--- src/rtl/key_debounce.sv ---
// Pushbutton debouncer: two-flop synchronizer feeding a four-state FSM with press/release strobes.
// Defining KEY_REPEAT_EN adds auto-repeat press_pulse strobes while the key stays held.
module key_debounce #(
  parameter int DEBOUNCE_CYCLES = 1000000,
  parameter int REPEAT_DELAY    = 25000000,
  parameter int REPEAT_PERIOD   = 5000000
) (
  input  logic       clk,
  input  logic       clr_n,
  input  logic       key_n,
  output logic       pressed,
  output logic       press_pulse,
  output logic       release_pulse,
  output logic [1:0] dbg_state
);

  localparam int CNT_W = (DEBOUNCE_CYCLES > 2) ? $clog2(DEBOUNCE_CYCLES) : 1;
  localparam logic [CNT_W-1:0] CNT_LAST = CNT_W'(DEBOUNCE_CYCLES - 1);

  typedef enum logic [1:0] {
    IDLE         = 2'd0,
    PRESS_WAIT   = 2'd1,
    HELD         = 2'd2,
    RELEASE_WAIT = 2'd3
  } state_t;

  if (DEBOUNCE_CYCLES < 2 || REPEAT_DELAY < 1 || REPEAT_PERIOD < 1) begin : g_badParams
    $error("key_debounce: illegal parameter value");
  end

  state_t           r_state;
  state_t           w_nextState;
  logic             r_sync1;
  logic             r_sync2;
  logic [CNT_W-1:0] r_cnt;
  logic [CNT_W-1:0] w_cntNext;
  logic             w_pressedNext;
  logic             w_pressPulseNext;
  logic             w_releasePulseNext;
  logic             w_repeatFire;

  // r_sync2 holds the synchronized, inverted key (1 = pressed)
  always_ff @(posedge clk or negedge clr_n) begin
    if (!clr_n) begin
      r_sync1 <= 1'b0;
      r_sync2 <= 1'b0;
    end else begin
      r_sync1 <= ~key_n;
      r_sync2 <= r_sync1;
    end
  end

  always_ff @(posedge clk or negedge clr_n) begin
    if (!clr_n) begin
      r_state <= IDLE;
      r_cnt   <= '0;
    end else begin
      r_state <= w_nextState;
      r_cnt   <= w_cntNext;
    end
  end

  // The counter is cleared on every wait-state entry, so it never needs to wrap
  always_comb begin
    w_nextState = r_state;
    w_cntNext   = r_cnt;
    case (r_state)
      IDLE: begin
        if (r_sync2) begin
          w_nextState = PRESS_WAIT;
          w_cntNext   = '0;
        end
      end
      PRESS_WAIT: begin
        if (!r_sync2)              w_nextState = IDLE;
        else if (r_cnt == CNT_LAST) w_nextState = HELD;
        else                        w_cntNext   = r_cnt + 1'b1;
      end
      HELD: begin
        if (!r_sync2) begin
          w_nextState = RELEASE_WAIT;
          w_cntNext   = '0;
        end
      end
      RELEASE_WAIT: begin
        if (r_sync2)                w_nextState = HELD;
        else if (r_cnt == CNT_LAST) w_nextState = IDLE;
        else                        w_cntNext   = r_cnt + 1'b1;
      end
      default: w_nextState = IDLE;
    endcase
  end

  always_comb begin
    w_pressedNext      = (w_nextState == HELD) || (w_nextState == RELEASE_WAIT);
    w_pressPulseNext   = ((r_state == PRESS_WAIT) && (w_nextState == HELD)) || w_repeatFire;
    w_releasePulseNext = (r_state == RELEASE_WAIT) && (w_nextState == IDLE);
  end

  always_ff @(posedge clk or negedge clr_n) begin
    if (!clr_n) begin
      pressed       <= 1'b0;
      press_pulse   <= 1'b0;
      release_pulse <= 1'b0;
    end else begin
      pressed       <= w_pressedNext;
      press_pulse   <= w_pressPulseNext;
      release_pulse <= w_releasePulseNext;
    end
  end

  assign dbg_state = r_state;

`ifdef KEY_REPEAT_EN
  localparam int RPT_MAX = (REPEAT_DELAY > REPEAT_PERIOD) ? REPEAT_DELAY : REPEAT_PERIOD;
  localparam int RPT_W   = $clog2(RPT_MAX + 1);
  localparam logic [RPT_W-1:0] DELAY_LAST  = RPT_W'(REPEAT_DELAY - 1);
  localparam logic [RPT_W-1:0] PERIOD_LAST = RPT_W'(REPEAT_PERIOD - 1);

  logic [RPT_W-1:0] r_rptCnt;
  logic             r_rptPhase;
  logic             w_rptStay;

  // Any cycle not spent staying in HELD restarts the initial delay phase
  assign w_rptStay    = (r_state == HELD) && (w_nextState == HELD);
  assign w_repeatFire = w_rptStay && (r_rptCnt == (r_rptPhase ? PERIOD_LAST : DELAY_LAST));

  always_ff @(posedge clk or negedge clr_n) begin
    if (!clr_n) begin
      r_rptCnt   <= '0;
      r_rptPhase <= 1'b0;
    end else if (!w_rptStay) begin
      r_rptCnt   <= '0;
      r_rptPhase <= 1'b0;
    end else if (w_repeatFire) begin
      r_rptCnt   <= '0;
      r_rptPhase <= 1'b1;
    end else begin
      r_rptCnt   <= r_rptCnt + 1'b1;
    end
  end
`else
  assign w_repeatFire = 1'b0;
`endif

endmodule

--- config.mk ---
export PLATFORM = sky130hd
export DESIGN_NAME = key_debounce
export DESIGN_NICKNAME = d
export VERILOG_FILES = /design/src/rtl/key_debounce.sv
export SDC_FILE = /design/constraint.sdc
export NUM_CORES = 1
export LEC_CHECK = 0
export CORE_MARGIN = 2
export CORE_UTILIZATION = 40
export DETAILED_ROUTE_END_ITERATION = 10
export PLACE_DENSITY = 0.67
export SLEW_MARGIN = 20
export SYNTH_ARGS = -nofsm -noshare
export SYNTH_HDL_FRONTEND = slang
export SYNTH_SLANG_ARGS = --single-unit
--- constraint.sdc ---
create_clock -name clk -period 2.3 [get_ports clk]
set_input_delay 0.46 -clock clk [delete_from_list [all_inputs] [get_ports clk]]
set_output_delay 0.46 -clock clk [all_outputs]
set_load 0.02 [all_outputs]
Yosys cells after proc, flatten, opt, wreduce, memory -nomap -nowiden
Index checks and enable logic that the tools add are counted.

operators by class
  $add $sub $neg = 1
  equality and inequality tests = 10
  multiplexer cells = 13
  bitwise logic cells = 1
  reduce and logical (&&, ||, !) cells = 6

operators by type and width
  kind                                                                    number
  20-bit 2-to-1 mux                                                       5
  20-bit case mux with 4 select lines                                     1
  20-bit by 1-bit adder with 20-bit output (second input constant)        1
  20-bit equality test (second input constant)                            1
  2-bit 2-to-1 mux                                                        6
  2-bit equality test (second input constant)                             4
  2-bit inequality test (second input constant)                           4
  2-bit case mux with 4 select lines                                      1
  2-bit zero test                                                         2
  4-bit AND reduction                                                     1
  2-bit by 1-bit equality test with 1-bit output (second input constant)  1
  1-bit logical AND                                                       2
  1-bit logical OR                                                        1
  1-bit inverter                                                          1

word-level totals
  register bits after elaboration = 27
  bits of input ports = 3

Depth between registers and ports, before layout
  word-level depth = 6
  mapped depth = 8
  depth with buffers taken out = 7

Least setup slack after synthesis
No wires, ideal clock.

  kind = register to register
  from = register r_cnt[8]
  to = register r_cnt[11]
  setup time = 128 ps
  data arrival time = 1,970 ps
  required time = 2,172 ps
  path slack = 201 ps
  cell stages (with the launch flop) = 8
  buffers on the path = 1
  period minus slack after synthesis = 2,099 ps
  cell sequence = dfrtp_1 > or4b_1 > or4_4 > o21ai_4 > inv_4 > nand2_8 > buf_6 > o31ai_1

on the way
  cells in the longest elaborated chain, start to end = 4

RTL lines
  what                                                                                     RTL line  RTL
  from (decl)                                                                              35        logic [CNT_W-1:0] r_cnt;
  from (signal assigned)                                                                   59        r_cnt <= w_cntNext;
  20-bit by 1-bit adder with 20-bit output / 20-bit equality test (equally long branches)  --
  20-bit 2-to-1 mux *                                                                      76, 87
  20-bit 2-to-1 mux (on tied branches)                                                     86, 75
  20-bit case mux with 4 select lines *                                                    67        case (r_state)

Mark *: on every way between the ends. The rest lies on a longest branch, timed or not. The select of a mux whose other input is x is not followed.
A chain may end at the register's enable or synchronous reset.

Worst setup path in the final report
  from = register r_cnt[12]
  to = register r_cnt[14]

Same word-level chain as after synthesis.

==> reports/metrics.yaml <==
total_power_w: 0.000768
cts_tree: "built"
ant_nets: 0
finalNonFillerCells: 205
maxCapViolations: 0
clock_sinks: 26
fin_ws_ns: 0.109
yosys.area_share.simple_pct: 23.5
wl_per_cell_um: 14.2
grt_max_degree: 27
synth_ff_type: "dfrtp_1"
postCtsSetupRepairBufs: 0
io_pins: 8
required_ns: 2.51
clk_latency_ns: 0.31
avgSynthCellArea_um2: 9.59
r2r.worst_path.cells: 6
dp_hpwl_um: 2180
finalHoldViolCount: 0
cts_buffers: 3
rsz0062_at_grt: "false"
timing.setup.tns_ns: 0
worstMarginPinSlew_ns: 0.433
io_buffers: 7
synth_xor_area_share_pct: 0.643
synth-compound-area-share_pct: 22.0
htree_levels: 1
grt.total_usage_pct: 16.0
dieHeight_um: 62.3
via_per_inst: 5.54
vias: 1136
drt_iter0_drc: 92
async_reset_ff_share_pct: 100
synth.area.mux_share_pct: 0.827
path_cells: "or4b_1 -> or4_4 -> o21ai_4 -> inv_4 -> nand2_8 -> o41ai_1"
syn2layout_area_growth_pct: 15.6
clockBufferDepth: 2
hold_ws_ns: 0.372
nets: 164
overflow: 0
diodes: 0
crit_type: "reg2reg"
grt_pass1_vias: 1123
reg2reg_from: "r_cnt[12]"
relSlewSlack_pct: 70.9
std_cell_rows: 21
critPathMaxStageDelay_ns: 0.52
power.leakage_nw: 0.609
layout_common_cells: "dfrtp_1, o21ai_0, nand2_1"
design.core.area_um2: 3310
path_clk_slew_ns: 0.13
holdPathStages: 0
maxSlewViolCount: 0
placed_cells: 201
syn_inst: 142
setup_viol: 0
synth_area_um2: 1360
layout_commonest_cell: "dfrtp_1"
worstHoldStart: "r_sync1"
synth_nets: 146
end_kind: "register"
seq_area_frac_synth_pct: 47.8
worstPathArrival_ns: 2.40
critPathMaxFanout: 17
startpoint_type: "register"
ys.warnings.count: 0
timing.fmax_mhz: 456
cts-resized-gates: 0
synth_top_family_by_area: "simple AND/OR/NAND/NOR gates"
cts_hold_buffers: 0
synth-adder-area-share_pct: 0.919
cts_root_buffer: "clkbuf_4"
peakVddDrop_mv: 0.140
routed_wl_um: 2910
first_pass_iters: 6
outcome: "completed"
min_period_ns: 2.19
die_w_um: 62.3
finClkSkew_ns: 0.00355
layout-drive-gt1-share_pct: 12.6
antenna_found_initial: 0
preCtsSetupSlack_ns: 0.136
critPathSlowestCell: "or4b_1"
globalplace.congestion: 0.930
ys_seq_elements: 26
startpoint: "r_cnt[12]"
power_density_nw_per_um2: 488
route.detailed.drc: 0
synth_edf_count: 0
grt_pass1_wl_um: 5090
initial_core_util_pct: 41.1
die_area_um2: 3890
synth_cell_type_count: 40
hp-class: "reg2reg"
period_share_pct: 95.2
-- final cells by class --
| cell class | instances | area, um2 |
|---|---|---|
| clock buffer | 4 | 36.3 |
| tap | 46 | 57.6 |
| multi-input combinational | 105 | 652 |
| timing repair buffer | 18 | 153 |
| fill | 343 | 1740 |
| inverter | 6 | 25.0 |
| sequential | 26 | 651 |
-- registers in the layout, indices dropped and copies added (netlist names) --
| signal | cells |
|---|---|
| dbg_state | 1 |
| press_pulse | 1 |
| pressed | 1 |
| r_cnt | 20 |
| r_sync1 | 1 |
| r_sync2 | 1 |
| release_pulse | 1 |
-- critical path: cells and delay by family, from the launching register on --
kind / cells / cell delay (ns)
buf+inv: 1 / 0.09
flops: 1 / 0.45
compound gates: 2 / 0.36
simple gates: 3 / 1.18
-- per-stage QoR --
step | util (%) | instance area [um2]
after detailed placement | 46.4 | 1540
after floorplan | - | 1360
after CTS | 47.5 | 1570
after global routing | 47.5 | 1570
after global placement | 46.4 | 1540
final | 47.5 | 1570
-- final timing paths --
| path | to | slack (ns) |
|---|---|---|
| worst min register to register | r_sync2 | 0.37 |
| max in group asynchronous | dbg_state[0] | 1.57 |
| worst min-delay path | r_sync2 | 0.37 |
| worst max register to register | r_cnt[14] | 0.11 |
| worst max-delay path | r_cnt[14] | 0.11 |
| min in group asynchronous | r_cnt[19] | 0.49 |
-- routing by layer --
metal / GRT usage, % / share of wire (%) / vias up / routed length (um)
met1: 20.7 / 48 / 544 / 1410
met3: 1.09 / 1.8 / 2 / 53
met5: 0 / 0 / - / 0
li1: - / - / 574 / -
met2: 28.8 / 49 / 16 / 1420
met4: 5.00 / 0.93 / 0 / 27
-- cell families (layout without fill, tap and decap cells) --
family                     count (synthesis)  count (layout)
DFF                                       26              26
muxes                                      1               1
buffers and inverters                     11              28
and+or+nand+nor                           56              56
adders and majority gates                  1               1
xor gates and xnor gates                   1               1
AOI/OAI and AO/OA                         46              46
-- power by group --
part / total (W) / switching, W / leakage (nW) / internal (W)
Clock: 0.000227 / 0.000130 / 0.0210 / 0.0000966
Sequential: 0.000474 / 0.00000855 / 0.354 / 0.000466
Combinational: 0.0000673 / 0.0000418 / 0.234 / 0.0000255
-- Yosys cell counts, types with 2 or more instances --
master / instances / area [um2]
nor2_1: 6 / 22.5
nor4_1: 2 / 12.5
and2_1: 4 / 25.0
o31ai_1: 9 / 67.6
o41ai_1: 4 / 35.0
nand4_1: 5 / 31.3
a21oi_1: 6 / 30.0
inv_1: 4 / 15.0
nand3_1: 7 / 35.0
clkbuf_1: 2 / 7.51
o21ai_0: 15 / 75.1
or3_1: 2 / 12.5
dfrtp_1: 26 / 651
nand2b_1: 2 / 12.5
o22ai_1: 2 / 12.5
buf_4: 2 / 15.0
nor3_1: 4 / 20.0
o21ai_1: 3 / 15.0
a31oi_1: 2 / 12.5
nand2_1: 15 / 56.3
Power figures use the tool's default switching activity.
